<file path="src/rtl/mux_rr_arbiter_if.sv">
// Handshake bundle between four requesters, the shared 4:1 mux arbiter and one consumer.
// slave = arbiter side, master = requester/consumer side.
interface mux_rr_arbiter_if #(
    parameter int WIDTH = 8
);
    logic [3:0]         req;
    logic [4*WIDTH-1:0] in_data;
    logic [3:0]         in_last;
    logic [3:0]         in_ready;
    logic               out_valid;
    logic [WIDTH-1:0]   out_data;
    logic               out_last;
    logic               out_ready;
    logic [1:0]         sel;
    logic               busy;

    modport slave (
        input  req, in_data, in_last, out_ready,
        output in_ready, out_valid, out_data, out_last, sel, busy
    );

    modport master (
        output req, in_data, in_last, out_ready,
        input  in_ready, out_valid, out_data, out_last, sel, busy
    );
endinterface

</file>
<file path="src/rtl/mux_rr_arbiter.sv">
// Round-robin arbiter sharing a 4:1 data mux; each grant is held until its last beat transfers.
// Optional: define MUX_ARB_BURST_LIMIT_EN to also release a grant after BURST_MAX beats.
module mux_rr_arbiter #(
    parameter int WIDTH     = 8,
    parameter int BURST_MAX = 8
) (
    input  logic           clk,
    input  logic           rst_n,
    mux_rr_arbiter_if.slave bus
);
    typedef enum logic {IDLE, GRANT} state_e;

    if (BURST_MAX < 1 || BURST_MAX > 255) begin : g_bad_burst_max
        $error("BURST_MAX must be in 1..255");
    end

    state_e     state_q, state_d;
    logic [1:0] sel_q, sel_d;
    logic [1:0] ptr_q, ptr_d;
    logic [1:0] pick_idx;
    logic       pick_found;
    logic [1:0] scan_idx;
    logic       xfer;
    logic       release_grant;
    logic       limit_hit;

    // Lowest priority goes to the lane just released: scan ptr, ptr+1, ... wrapping mod 4.
    always_comb begin
        // NOTE: every always_comb output gets a default first so no latch is inferred.
        pick_found = 1'b0;
        pick_idx   = ptr_q;
        scan_idx   = ptr_q;
        for (int i = 0; i < 4; i++) begin
            scan_idx = ptr_q + 2'(i);
            if (!pick_found && bus.req[scan_idx]) begin
                pick_found = 1'b1;
                pick_idx   = scan_idx;
            end
        end
    end

    // Datapath follows the registered select; req never reaches sel combinationally.
    always_comb begin
        bus.busy      = (state_q == GRANT);
        bus.sel       = sel_q;
        bus.out_valid = (state_q == GRANT) && bus.req[sel_q];
        bus.out_data  = bus.in_data[sel_q*WIDTH +: WIDTH];
        bus.out_last  = bus.in_last[sel_q];
        bus.in_ready  = 4'b0000;
        if (state_q == GRANT && bus.out_ready) begin
            bus.in_ready = 4'b0001 << sel_q;
        end
        xfer = bus.out_valid && bus.out_ready;
    end

`ifdef MUX_ARB_BURST_LIMIT_EN
    logic [7:0] beat_cnt_q, beat_cnt_d;

    always_comb begin
        beat_cnt_d = beat_cnt_q;
        limit_hit  = xfer && ((beat_cnt_q + 8'd1) == 8'(BURST_MAX));
        if (state_q == IDLE) begin
            beat_cnt_d = 8'd0;
        end else if (xfer) begin
            beat_cnt_d = beat_cnt_q + 8'd1;
        end
    end

    always_ff @(posedge clk) begin
        if (!rst_n) begin
            beat_cnt_q <= 8'd0;
        end else begin
            beat_cnt_q <= beat_cnt_d;
        end
    end
`else
    always_comb begin
        limit_hit = 1'b0;
    end
`endif

    always_comb begin
        release_grant = xfer && (bus.in_last[sel_q] || limit_hit);
        state_d       = state_q;
        sel_d         = sel_q;
        ptr_d         = ptr_q;
        case (state_q)
            IDLE: begin
                if (pick_found) begin
                    sel_d   = pick_idx;
                    state_d = GRANT;
                end
            end
            GRANT: begin
                if (release_grant) begin
                    ptr_d   = sel_q + 2'd1;
                    state_d = IDLE;
                end
            end
            default: state_d = IDLE;
        endcase
    end

    // NOTE: sequential state uses non-blocking assignments only; reset is sampled synchronously.
    always_ff @(posedge clk) begin
        if (!rst_n) begin
            state_q <= IDLE;
            sel_q   <= 2'd0;
            ptr_q   <= 2'd0;
        end else begin
            state_q <= state_d;
            sel_q   <= sel_d;
            ptr_q   <= ptr_d;
        end
    end
endmodule

</file>
<file path="src/flat_wrapper.sv">
// flat-port wrapper written by rule: the top's interface ports become plain ports
module mux_rr_arbiter_flat 
#(
    parameter int WIDTH     = 8,
    parameter int BURST_MAX = 8
)
  (clk, rst_n, bus_req, bus_in_data, bus_in_last, bus_out_ready, bus_in_ready, bus_out_valid, bus_out_data, bus_out_last, bus_sel, bus_busy);
  mux_rr_arbiter_if #(.WIDTH(WIDTH)) bus_i ();
  input  logic clk;
  input  logic rst_n;
  input wire logic [$bits(bus_i.req)-1:0] bus_req;
  input wire logic [$bits(bus_i.in_data)-1:0] bus_in_data;
  input wire logic [$bits(bus_i.in_last)-1:0] bus_in_last;
  input wire logic [$bits(bus_i.out_ready)-1:0] bus_out_ready;
  output wire logic [$bits(bus_i.in_ready)-1:0] bus_in_ready;
  output wire logic [$bits(bus_i.out_valid)-1:0] bus_out_valid;
  output wire logic [$bits(bus_i.out_data)-1:0] bus_out_data;
  output wire logic [$bits(bus_i.out_last)-1:0] bus_out_last;
  output wire logic [$bits(bus_i.sel)-1:0] bus_sel;
  output wire logic [$bits(bus_i.busy)-1:0] bus_busy;
  assign bus_i.req = bus_req;
  assign bus_i.in_data = bus_in_data;
  assign bus_i.in_last = bus_in_last;
  assign bus_i.out_ready = bus_out_ready;
  assign bus_in_ready = bus_i.in_ready;
  assign bus_out_valid = bus_i.out_valid;
  assign bus_out_data = bus_i.out_data;
  assign bus_out_last = bus_i.out_last;
  assign bus_sel = bus_i.sel;
  assign bus_busy = bus_i.busy;
  mux_rr_arbiter #(.WIDTH(WIDTH), .BURST_MAX(BURST_MAX)) u_core (.clk(clk), .rst_n(rst_n), .bus(bus_i));
endmodule
</file>
<file path="config.mk">
export PLATFORM = sky130hd
export DESIGN_NAME = mux_rr_arbiter_flat
export DESIGN_NICKNAME = d
export VERILOG_FILES = /design/src/rtl/mux_rr_arbiter_if.sv /design/src/rtl/mux_rr_arbiter.sv /design/src/flat_wrapper.sv
export SDC_FILE = /design/constraint.sdc
export NUM_CORES = 1
export LEC_CHECK = 0
export CORE_MARGIN = 2
export CORE_UTILIZATION = 32
export CTS_BUF_LIST = sky130_fd_sc_hd__clkbuf_2
export DETAILED_ROUTE_END_ITERATION = 10
export GPL_TIMING_DRIVEN = 1
export PLACE_DENSITY = 0.84
export SLEW_MARGIN = 20
export SYNTH_ARGS = -nofsm -noshare
export SYNTH_HDL_FRONTEND = slang
export SYNTH_SLANG_ARGS = --single-unit
</file>
<file path="constraint.sdc">
create_clock -name clk -period 1.79 [get_ports clk]
set_input_delay 0.179 -clock clk [delete_from_list [all_inputs] [get_ports clk]]
set_output_delay 0.179 -clock clk [all_outputs]
set_load 0.03 [all_outputs]
</file>
==> out/metrics.csv <==
stage;metric;value;unit
sta;rsz0062_at_grt;no;
power;seqPwrFrac;0.212;
sta;tightestPinTransition;348;ps
sta;timing.fmax;578;MHz
critical_path;cp.required;1610;ps
logic_synthesis;netlist_area;661;µm²
sta;final.period_utilization;0.967;
power;internal_power;0.375;mW
logic_synthesis;synth_nets;110;
logic_synthesis;avgSynthCellArea;10.5;µm²
detailed_routing;ant_nets;0;
cts;cts_made_buffers;3;
finish;multiInputGateArea;518;µm²
global_routing;grt_util_all_layers;0.266;
detailed_routing;wl_per_cell;18.0;µm
power;p_leak;0.545;nW
power;clockPowerShare;0.196;
critical_path;path_cells;buf_4 > mux4_2 > clkdlybuf4s15_2;
detailed_routing;routed_via_density;5.36;
sta;finalSetupTns;0;ps
logic_synthesis;syn_inst;63;
critical_path;max_stage_delay;500;ps
critical_path;cp_num_buf_inv;2;
floorplanning;die-area;2440;µm²
logic_synthesis;ys_seq_area_frac;0.152;
detailed_routing;drt-total-wl;2.91;mm
critical_path;crit_type;flop to output pin;
floorplanning;fp-row-count;16;
cts;clockRootBuffer;clkbuf_2;
power;peakVddDrop;0.306;mV
placement;io_buffers;59;
critical_path;worst_path_max_delay_cell;mux4_2;
outcome;status;completed;
critical_path;reg2regPathDepth;4;
cts;cts_tree;yes;
cts;cts_hold_buf;0;
floorplanning;die_y;49.4;µm
floorplanning;die_x;49.4;µm
cts;clk_pin_slew_worst_paths;60;ps
global_routing;grt_max_degree;10;
critical_path;path_depth;3;
critical_path;crit_arrival;1550;ps
critical_path;r2r_slack;260;ps
critical_path;critPathLaunchType;flop;
min_path;min_path_type;input port to flop;
floorplanning;core_area;1960;µm²
placement;dpl.hpwl;2.38;mm
detailed_routing;dr.pass1.iters;4;
critical_path;worstSetupEndpointType;output pin;
finish;fill_cells;157;
power;power;0.606;mW
power;pwr-share-comb;0.592;
critical_path;critPathMaxFanout;4;
floorplanning;floorplan.initialDensity;0.337;
critical_path;r2r_start;u_core.bus.sel[0];
cts;clkLatencyLatePin;250;ps
logic_synthesis;synth_cell_types;27;
critical_path;crit_family;multiplexers;
power;p_per_area;452;nW/µm²
cts;htree_levels;1;
floorplanning;io_pins;60;
detailed_routing;drc;0;
logic_synthesis;synth_top_cell_by_area;mux4_2;
finish;final_layout_size_suffix_gt1_frac;0.326;
cts;ctsLongestPathBuffers;2;
logic_synthesis;synth_top_cell_area_share;0.307;
sta;hold_viol;0;
sta;hold_ws;566;ps
placement;gp_congestion;0.856;
sta;clock-skew-final;7.33;ps
sta;slew_headroom;0.765;
power;switchingPower;0.231;mW
critical_path;worstReg2RegEnd;u_core.ptr_q[1];
global_routing;grt_pass1_vias;833;
logic_synthesis;ys_top_cells_by_area;mux4_2 (31%), dfxtp_1 (15%), ha_1 (7.6%), a21oi_1 (4.5%), mux4_1 (4.0%);
finish;utilization;0.684;
cts;cts_setup_buffers;0;
finish;antenna_cells;0;
detailed_routing;drtIter0Drc;31;
cts;cts_resized;28;
sta;slew_viol_final;0;
logic_synthesis;synth-seq-cells;5;
sta;period_minus_slack;1730;ps
finish;post-route-cell-area;1340;µm²
sta;setup_slack;58.6;ps
finish;num-nets-final;183;
global_routing;antenna_found_initial;0;
cts;cts_sinks;5;
critical_path;critical_path.startpoint;u_core.bus.sel[0];
global_routing;grt_pass1_wl;4.74;mm
critical_path;endpoint;bus_out_last;
finish;layout_common_cells;clkdlybuf4s50_1 (45), buf_4 (14), mux4_2 (9);
finish;mostFrequentLayoutCell;clkdlybuf4s50_1;
finish;register_area;104;µm²
placement;placed_area;1350;µm²
detailed_routing;vias;869;
job;cap_violations;0;
finish;instances_no_fill;162;
global_routing;grt-ovfl-total;0;
power;switching_share;0.381;
sta;setup_violations;0;
placement;dp.cells;158;
finish;syn_to_final_growth;103;%
logic_synthesis;ys_warn_count;0;
placement;post-place-ws;-272;ps
-- how the worst min path moves through the flow --
stage                          from                end  slack (ps)  cells past startpoint
CTS                           rst_n  u_core.bus.sel[0]         560                      2
detailed placement  u_core.ptr_q[1]    u_core.ptr_q[1]         570                      2
global route                  rst_n  u_core.bus.sel[0]         560                      2
finish                        rst_n  u_core.bus.sel[0]         570                      2
global placement    u_core.ptr_q[1]    u_core.ptr_q[1]         580                      2
floorplan                     rst_n  u_core.bus.sel[0]         300                      1
-- flip-flops by register name (all words and copies together), names as in the netlist --
register,count
u_core.bus.sel,2
u_core.ptr_q,2
u_core.bus.busy,1
-- routing by layer --
layer  track usage  vias to the layer above  share of wire  wire length, µm
li1              -                      396              -                -
met1         0.316                      421           0.40             1170
met2         0.444                       45           0.51             1480
met3        0.0613                        7          0.067              194
met4         0.139                        0          0.025               72
met5             0                        -              0                0
-- worst reg2reg max path: stages (launching register included) --
cell and delay (ps):
dfxtp_4 370, buf_4 130, mux4_2 510, and4_4 240
o31ai_1 200
-- cell type report --
cell class | instances | area share
timing repair buffer | 71 | 0.480
multi-input combinational | 49 | 0.386
sequential | 5 | 0.0774
tap | 27 | 0.0252
inverter | 6 | 0.0168
clock buffer | 4 | 0.0149
-- power by group through the flow --
stage	Clock, mW	Sequential, mW	Combinational [mW]
floorplan	0	0.141	0.159
CTS	0.118	0.129	0.363
global placement	0	0.130	0.360
finish	0.119	0.129	0.359
global route	0.127	0.131	0.378
detailed placement	0	0.132	0.372
-- cells by family after synthesis --
group | Yosys count | synth area share
buffers and inverters | 9 | 0.0644
muxes | 11 | 0.364
DFF | 5 | 0.152
adders and majority gates | 4 | 0.0758
and+or+nand+nor | 19 | 0.170
AOI/OAI and AO/OA | 15 | 0.174
-- synth_stat cells (all sizes together) --
library cell / number
or3: 1
o32ai: 1
inv: 6
nor2: 3
buf: 3
dfxtp: 5
and2: 2
o41ai: 1
nor3b: 1
and3: 4
mux4: 10
o31ai: 1
o22a: 1
nor4bb: 1
a211oi: 2
nand3: 1
nand2: 3
a21oi: 6
nor2b: 2
and4: 1
o21ai: 2
ha: 4
mux2: 1
o221ai: 1
Note: power is estimated with default switching activity, not from simulation.
